===== src/rtl/posit_pkg.sv =====
// Shared posit constants and helpers used by the unpacker and the packer.
package posit_pkg;

  localparam int POSIT_MAX_N = 64;

  localparam logic [POSIT_MAX_N-1:0] POSIT_ZERO = '0;

  // NaR is a lone sign bit: 1 followed by n-1 zeros.
  function automatic logic [POSIT_MAX_N-1:0] POSIT_NAR(input int n);
    return {{(POSIT_MAX_N-1){1'b0}}, 1'b1} << (n - 1);
  endfunction

  function automatic int posit_regime_w(input int n);
    return $clog2(n) + 1;
  endfunction

endpackage


===== src/rtl/posit_run_count.sv =====
// Leading-run counter over the N-1 bits below the posit sign: run length of bits equal to the first one.
module posit_run_count #(
  parameter int N = 16,
  localparam int CW = $clog2(N)
) (
  input  logic [N-2:0]  i_bits,
  output logic          o_lead,
  output logic [CW-1:0] o_run
);

  logic w_stop;

  always_comb begin
    o_lead = i_bits[N-2];
    o_run  = '0;
    w_stop = 1'b0;
    for (int i = N - 2; i >= 0; i--) begin
      if (!w_stop) begin
        if (i_bits[i] == o_lead) o_run = CW'(o_run + 1'b1);
        else                     w_stop = 1'b1;
      end
    end
  end

endmodule


===== src/rtl/posit_unpack_pipe.sv =====
// Two-stage posit decoder with valid/ready on both sides.
// Optional out_scale port (k*2^ES + exp) when POSIT_UNPACK_SCALE_EN is defined.
module posit_unpack_pipe
  import posit_pkg::*;
#(
  parameter int N  = 16,
  parameter int ES = 3,
  localparam int RW = posit_regime_w(N),
  localparam int EW = (ES > 0) ? ES : 1
) (
  input  logic                 clk,
  input  logic                 rst,
  input  logic                 in_valid,
  output logic                 in_ready,
  input  logic [N-1:0]         in_data,
  output logic                 out_valid,
  input  logic                 out_ready,
  output logic                 out_sign,
  output logic signed [RW-1:0] out_regime,
  output logic [EW-1:0]        out_exp,
  output logic [N-1:0]         out_frac,
  output logic                 out_zero,
  output logic                 out_nar
`ifdef POSIT_UNPACK_SCALE_EN
  ,
  output logic signed [RW+ES-1:0] out_scale
`endif
);

  localparam int CW = $clog2(N);
  localparam logic [POSIT_MAX_N-1:0] NAR_FULL  = POSIT_NAR(N);
  localparam logic [N-1:0]           NAR       = NAR_FULL[N-1:0];
  localparam logic [N-1:0]           ZERO      = POSIT_ZERO[N-1:0];

  logic                 w_s1_adv, w_s2_adv;
  logic                 r_vld_p1, r_vld_p2;
  logic                 r_sign_p1, r_zero_p1, r_nar_p1;
  logic [N-1:0]         r_abs_p1;
  logic                 r_sign_p2, r_zero_p2, r_nar_p2;
  logic signed [RW-1:0] r_k_p2;
  logic [EW-1:0]        r_exp_p2;
  logic [N-1:0]         r_frac_p2;

  assign w_s2_adv = !r_vld_p2 || out_ready;
  assign w_s1_adv = !r_vld_p1 || w_s2_adv;
  assign in_ready = w_s1_adv;

  // ---- stage 1: sign, magnitude, special-value flags
  logic         w_sign;
  logic [N-1:0] w_abs;

  assign w_sign = in_data[N-1];
  assign w_abs  = w_sign ? (~in_data + 1'b1) : in_data;

  always_ff @(posedge clk) begin
    if (rst)           r_vld_p1 <= 1'b0;
    else if (w_s1_adv) r_vld_p1 <= in_valid;
  end

  always_ff @(posedge clk) begin
    if (w_s1_adv && in_valid) begin
      r_sign_p1 <= w_sign;
      r_abs_p1  <= w_abs;
      r_zero_p1 <= (in_data == ZERO);
      r_nar_p1  <= (in_data == NAR);
    end
  end

  // ---- stage 2: regime run, exponent and fraction extraction
  logic                 w_lead;
  logic [CW-1:0]        w_run;
  logic signed [RW-1:0] w_runs, w_k;
  logic [RW-1:0]        w_shamt;
  logic [N-2:0]         w_rest, w_frac_body;
  logic [EW-1:0]        w_exp;
  logic [N-1:0]         w_frac;

  posit_run_count #(.N(N)) u_run (
    .i_bits (r_abs_p1[N-2:0]),
    .o_lead (w_lead),
    .o_run  (w_run)
  );

  assign w_runs  = signed'({1'b0, w_run});
  assign w_k     = w_lead ? (w_runs - RW'(1)) : (RW'(0) - w_runs);
  // Skipping run plus terminator; a shift of N-1 or more empties the word, which zero-pads exp and frac.
  assign w_shamt = RW'(w_run) + RW'(1);
  assign w_rest  = r_abs_p1[N-2:0] << w_shamt;

  generate
    if (ES > 0) begin : g_exp
      assign w_exp = w_rest[N-2 -: EW];
    end else begin : g_noexp
      assign w_exp = '0;
    end
  endgenerate

  assign w_frac_body = w_rest << ES;
  assign w_frac      = {w_frac_body, 1'b0};

  always_ff @(posedge clk) begin
    if (rst) begin
      r_vld_p2  <= 1'b0;
      r_sign_p2 <= 1'b0;
      r_zero_p2 <= 1'b0;
      r_nar_p2  <= 1'b0;
      r_k_p2    <= '0;
      r_exp_p2  <= '0;
      r_frac_p2 <= '0;
    end else if (w_s2_adv) begin
      r_vld_p2 <= r_vld_p1;
      if (r_vld_p1) begin
        r_sign_p2 <= r_sign_p1;
        r_zero_p2 <= r_zero_p1;
        r_nar_p2  <= r_nar_p1;
        if (r_zero_p1 || r_nar_p1) begin
          r_k_p2    <= '0;
          r_exp_p2  <= '0;
          r_frac_p2 <= '0;
        end else begin
          r_k_p2    <= w_k;
          r_exp_p2  <= w_exp;
          r_frac_p2 <= w_frac;
        end
      end
    end
  end

`ifdef POSIT_UNPACK_SCALE_EN
  logic signed [RW+ES-1:0] w_scale;
  logic signed [RW+ES-1:0] r_scale_p2;

  // exp < 2^ES, so k*2^ES + exp is just the concatenation {k, exp}.
  generate
    if (ES > 0) begin : g_scale
      assign w_scale = signed'({w_k, w_exp});
    end else begin : g_scale0
      assign w_scale = w_k;
    end
  endgenerate

  always_ff @(posedge clk) begin
    if (rst) r_scale_p2 <= '0;
    else if (w_s2_adv && r_vld_p1)
      r_scale_p2 <= (r_zero_p1 || r_nar_p1) ? '0 : w_scale;
  end

  assign out_scale = r_scale_p2;
`endif

  assign out_valid  = r_vld_p2;
  assign out_sign   = r_sign_p2;
  assign out_regime = r_k_p2;
  assign out_exp    = r_exp_p2;
  assign out_frac   = r_frac_p2;
  assign out_zero   = r_zero_p2;
  assign out_nar    = r_nar_p2;

endmodule


===== config.mk =====
export PLATFORM = sky130hd
export DESIGN_NAME = posit_unpack_pipe
export DESIGN_NICKNAME = d
export VERILOG_FILES = /design/src/rtl/posit_pkg.sv /design/src/rtl/posit_run_count.sv /design/src/rtl/posit_unpack_pipe.sv
export SDC_FILE = /design/constraint.sdc
export NUM_CORES = 1
export LEC_CHECK = 0
export CORE_AREA = 5 5 96 80
export DETAILED_ROUTE_END_ITERATION = 10
export DIE_AREA = 0 0 101 85
export PLACE_DENSITY_LB_ADDON = 0.05
export RECOVER_POWER = 25
export SYNTH_ARGS = -nofsm -noshare
export SYNTH_HDL_FRONTEND = slang
export SYNTH_SLANG_ARGS = --single-unit

===== constraint.sdc =====
create_clock -name clk -period 8.4 [get_ports clk]
set_input_delay 1.68 -clock clk [delete_from_list [all_inputs] [get_ports clk]]
set_output_delay 1.68 -clock clk [all_outputs]
set_load 0.005 [all_outputs]

Word level (Yosys, flattened, before mapping)
Cells that the tools add are included.
Operators by class
  reductions and logical operators: 8
  shift-type cells: 1
  bitwise logic cells: 1
  add/sub/neg operators: 17
  mux-type cells: 57
  eq/ne operators: 15
Operators by type and width (count)
  4-bit two-way mux: 26
  4-bit by 1-bit adder with 4-bit output (second input constant): 13
  1-bit two-way mux: 25
  16-bit == test (second input constant): 1
  16-bit zero test: 1
  16-bit two-way mux: 1
  15-bit by 1-bit adder with 15-bit output (second input constant): 1
  15-bit two-way mux: 1
  15-bit inverter: 1
  15-bit by 5-bit << shifter with 15-bit output: 1
  1-bit == test: 14
  5-bit two-way mux: 2
  4-bit by 1-bit adder with 5-bit output (second input constant): 1
  1-bit by 4-bit subtractor with 5-bit output (first input constant): 1
  4-bit by 1-bit subtractor with 5-bit output (second input constant): 1
  1-bit logical OR: 3
  3-bit two-way mux: 1
  1-bit zero test: 2
  2-bit two-way mux: 1
  2-bit AND reduction: 1
  1-bit logical AND: 1
Word-level totals
  output and inout port bits: 29
  input bits: 20
  logic and storage cells: 111
  bits in registers: 47

Logic depth before layout (Yosys ltp)
  depth in word-level cells: 44
  gate-level depth with buffers: 34
  gate-level depth less buffers: 30

By module
Synthesis repeated with hierarchy kept, for this count alone.
Second synthesis, totals
  cell total of the unflattened synthesis: 399
  area, all modules: 3475.8 um^2
By module, submodules not included
  posit_unpack_pipe: area an instance 2383.5 um^2, cells an instance 244, times used 1, sequential area each 1041.0 um^2
  posit_run_count: area an instance 1092.3 um^2, cells an instance 155, times used 1, sequential area each 0.0 um^2

Worst setup path after synthesis
OpenSTA, ideal clock, no wires.
  kind: reg2reg
  start: register r_abs_p1[14]
  end: register r_exp_p2[2], in the netlist out_exp[2]
  library setup time: 0.117 ns
  cell stages (with the launch flop): 34
  arrival time: 6.196 ns
  period minus slack after synthesis: 6.313 ns
  slack: 2.087 ns
  required time: 8.283 ns
  buffers on the path: 6
  cell sequence: edfxtp_1 -> buf_6 -> buf_6 -> buf_2 -> buf_1 -> xor2_1 -> a21boi_0 -> ha_1 -> inv_1 -> a311oi_1 -> a31oi_1 -> nand2_1 -> nand2_1 -> ha_1 -> mux2_2 -> ha_1 -> nor2_1 -> a311o_1 -> nand4_1 -> ha_1 -> nor2_1 -> a31oi_1 -> ha_1 -> mux2i_1 -> a32o_1 -> inv_1 -> ha_1 -> clkbuf_1 -> inv_1 -> clkbuf_1 -> a21oi_1 -> mux2i_1 -> mux2i_1 -> a22o_1
Between the ends
  word-level cells in the longest chain between the ends: 44
  elaborated cells on any way between the ends: 82
  those cells by class: add/sub: 14; eq/ne: 14; shift: 1; mux: 53
RTL lines
  from (decl): RTL line posit_unpack_pipe.sv:38  | logic [N-1:0] r_abs_p1;
  from (signal assigned): RTL line posit_unpack_pipe.sv:63  | r_abs_p1 <= w_abs;
  1-bit == test: RTL line posit_run_count.sv:19  | if (i_bits[i] == o_lead) o_run = CW'(o_run + 1'b1);
  2-bit two-way mux: RTL line posit_run_count.sv:19
  4-bit by 1-bit adder with 4-bit output: RTL line posit_run_count.sv:19
  4-bit two-way mux: RTL line posit_run_count.sv:19
  4-bit two-way mux: RTL line posit_run_count.sv:18  | if (!w_stop) begin
  4-bit by 1-bit adder with 4-bit output: RTL line posit_run_count.sv:19
  4-bit two-way mux: RTL line posit_run_count.sv:19
  4-bit two-way mux: RTL line posit_run_count.sv:18
  [... 28 more ...]
  4-bit two-way mux: RTL line posit_run_count.sv:19
  4-bit two-way mux: RTL line posit_run_count.sv:18
  4-bit by 1-bit adder with 4-bit output: RTL line posit_run_count.sv:19
  4-bit two-way mux: RTL line posit_run_count.sv:19
  4-bit two-way mux: RTL line posit_run_count.sv:18
  4-bit by 1-bit adder with 5-bit output: RTL line posit_unpack_pipe.sv:87  | assign w_shamt = RW'(w_run) + RW'(1);
  15-bit by 5-bit << shifter with 15-bit output (*): RTL line posit_unpack_pipe.sv:88  | assign w_rest = r_abs_p1[N-2:0] << w_shamt;
  3-bit two-way mux (*): RTL line posit_unpack_pipe.sv:116  | if (r_zero_p1 || r_nar_p1) begin
  to (signal assigned): RTL line posit_unpack_pipe.sv:122  | r_exp_p2 <= w_exp;
  to (decl): RTL line posit_unpack_pipe.sv:41  | logic [EW-1:0] r_exp_p2;
Mark *: on every way between the ends. The rest lies on a longest branch, timed or not.
A chain may end at the register's enable or synchronous reset.

Worst setup path after layout
  start: register r_abs_p1[14]
  end: register r_exp_p2[0], in the netlist out_exp[0]
Same word-level chain as after synthesis.

==> results.py <==
metrics = {
    "status": {
        "status": "finished, final reports clean",
    },
    "worst_setup_path": {
        "crit_path_max_incr_delay_ns": 0.86,
        "worst_r2r_path_depth": 27,
        "crit_top_cell": "ha_1",
        "crit_type": "flop to flop",
        "crit_path_start": "r_abs_p1[14]$_DFFE_PP_",
        "worstReg2RegStart": "r_abs_p1[14]$_DFFE_PP_",
        "slowest_stage": "edfxtp_1",
        "endpoint": "out_exp[0]$_SDFFE_PP0P_",
        "arrival_ns": 7.30,
        "crit_fanout": 21,
        "worst_setup_path_end_kind": "flop",
        "ff2ff_setup_slack_ns": 1.30,
        "r2r_end": "out_exp[0]$_SDFFE_PP0P_",
        "required_ns": 8.59,
        "worst_setup_path_start_kind": "flop",
    },
    "yosys": {
        "synth.largest_area_cell": "edfxtp_1",
        "async_flop_share": 0,
        "synth_edf_count": 18,
        "yosysTopAreaCellShare": 0.152,
        "ys_seq_area_frac": 0.293,
        "synth-main-ff-cell": "dfxtp_1",
        "synthCells": 407,
        "synth_cell_type_count": 66,
        "yosys_register_bits": 43,
        "syn_avg_cell_area_sq_um": 8.74,
        "syn_area_sq_um": 3560,
        "yosys_warnings": 0,
        "ys_top_cells_by_area": "edfxtp_1 (15%), dfxtp_1 (14%), mux2i_1 (13%)",
    },
    "floorplanning": {
        "die_y_um": 85,
        "fp.dieArea_sq_um": 8590,
        "fp.dieW_um": 101,
        "initial_utilization": 0.535,
        "coreArea_sq_um": 6660,
        "rows": 27,
        "ioPinCount": 49,
    },
    "global_route": {
        "globalRouteTotalUtil": 0.189,
        "grt-ovfl-total": 0,
        "grt_max_degree": 22,
        "grt_pass1_wl_um": 13400,
        "antenna_found_initial": 0,
        "first_global_vias": 2820,
    },
    "detailed_routing": {
        "drcViolationCount": 0,
        "vias": 3014,
        "initialDrtViolationCount": 221,
        "wirelength_um": 8030,
        "drtAntennaViolNets": 0,
        "viasPerCell": 5.77,
        "drt_pass1_iterations": 4,
        "avgRoutedWirePerCell_um": 15.4,
    },
    "cts": {
        "clock-sinks": 43,
        "path_clk_slew_ns": 0.09,
        "ctsHoldBuffers": 0,
        "cts_root_buf": "clkbuf_8",
        "clock_path_buffers": 2,
        "ctsResizeCount": 0,
        "postCtsSetupRepairBufs": 0,
        "clk_latency_ns": 0.30,
        "cts_tree": "built",
        "htreeDepth": 2,
        "cts_buffers": 5,
    },
    "layout": {
        "mostFrequentLayoutCell": "mux2i_1",
        "final_util": 0.613,
        "area_growth_pct": 14.7,
        "nFillCells": 579,
        "drive_gt1_frac": 0.0529,
        "layout_common_cells": "mux2i_1 (45), nor2_1 (37), nand2_1 (32)",
        "diodes": 0,
        "fin_nets": 465,
    },
    "timing": {
        "skew_ns": 0.0108,
        "setup_ws_ns": 1.30,
        "whs_ns": 0.454,
        "maxSlewHeadroom": 0.215,
        "fin_crit_sh": 0.846,
        "drv_slew": 0,
        "hold_viol": 0,
        "fmax_mhz": 141,
        "tns_ns": 0,
        "worstMarginPinSlew_ns": 1.18,
        "grt_setup_unrepaired": "no",
        "setup_violations": 0,
        "finalCriticalPeriod_ns": 7.10,
    },
    "pwr": {
        "leakage_uw": 0.00159,
        "p_per_area_nw_per_um2": 160,
        "total_power_uw": 653,
        "peakVddDrop_mv": 0.0793,
    },
    "job": {
        "drv_cap": 0,
    },
    "place": {
        "globalplace.congestion": 0.935,
        "place_ws_ns": 1.45,
        "hpwl_um": 6260,
        "io_buffers": 44,
    },
    "worst_hold_path": {
        "hold_path_class": "flop to flop",
    },
}
cell families (layout without fill, tap and decap cells):
logic type | count (synthesis) | count (layout) | synth area share
AO/OA/AOI/OAI | 101 | 101 | 0.203
XOR/XNOR | 30 | 30 | 0.0833
adder cells (fa/ha/maj) | 11 | 11 | 0.0387
buffers and inverters | 47 | 72 | 0.0640
flip-flops | 43 | 43 | 0.293
multiplexers | 48 | 48 | 0.136
other | 1 | 4 | 0.00105
AND/OR/NAND/NOR | 126 | 126 | 0.181
registers in the layout, indices dropped and copies added, names as in the netlist:
name / flops
out_exp: 3
r_nar_p1: 1
out_frac: 12
out_valid: 1
r_sign_p1: 1
r_vld_p1: 1
r_zero_p1: 1
out_nar: 1
out_zero: 1
out_sign: 1
r_abs_p1: 15
out_regime: 5
synthesized netlist by cell type, types with 11 or more instances:
cell type  number
dfxtp_1        25
clkbuf_1       11
mux2i_1        45
edfxtp_1       18
xnor2_1        21
inv_1          18
a22o_1         12
ha_1           11
o21ai_0        12
a21oi_1        24
nand2_1        32
nor2_1         37
power by group:
part	total, uW	leakage (uW)	switching, uW	internal (uW)
combinational	250	0.00116	140	110
sequential	252	0.000380	20.1	232
clock	151	0.0000530	73.6	77.6
total	653	0.00159	233	420
worst min-delay path by stage:
stage / startpoint / end / slack, ns / depth (start not counted)
2_1_floorplan: out_frac[10]$_SDFFE_PP0P_ / out_frac[10]$_SDFFE_PP0P_ / 0.45 / 2
3_3_place_gp: out_regime[3]$_SDFFE_PP0P_ / out_regime[3]$_SDFFE_PP0P_ / 0.44 / 2
3_5_place_dp: out_frac[10]$_SDFFE_PP0P_ / out_frac[10]$_SDFFE_PP0P_ / 0.44 / 2
4_1_cts: out_frac[10]$_SDFFE_PP0P_ / out_frac[10]$_SDFFE_PP0P_ / 0.46 / 2
5_1_grt: out_frac[9]$_SDFFE_PP0P_ / out_frac[9]$_SDFFE_PP0P_ / 0.50 / 2
6_report: out_frac[10]$_SDFFE_PP0P_ / out_frac[10]$_SDFFE_PP0P_ / 0.45 / 2
routing by layer:
layer,vias to the layer above,wire (um),track usage
li1,1536,-,-
met1,1368,3800,0.273
met2,106,3680,0.295
met3,4,507,0.0362
met4,0,45,0.0374
met5,-,0,0
layout make-up:
cell class | count | area [sq um] | area share
Multi-Input combinational cell | 320 | 2300 | 0.564
Sequential cell | 43 | 1040 | 0.255
Timing Repair Buffer | 45 | 448 | 0.110
Tap cell | 87 | 109 | 0.0267
Clock buffer | 6 | 93.8 | 0.0230
Inverter | 19 | 71.3 | 0.0175
Clock inverter | 2 | 16.3 | 0.00399
critical path: cells and delay by family (launching register included):
kind	cells	cell delay, ns
buffers and inverters	2	0.20
and+or+nand+nor	5	0.57
xor gates and xnor gates	1	0.78
DFF	1	0.86
adders and majority gates	5	1.44
muxes	5	1.12
AOI/OAI and AO/OA	9	2.03
through the flow:
stage | std cells | area (sq um)
2_1_floorplan | 410 | 3570
3_3_place_gp | 514 | 3970
3_5_place_dp | 514 | 3970
4_1_cts | 522 | 4080
5_1_grt | 522 | 4080
6_report | 522 | 4080
(Power assumes the default switching activity.)
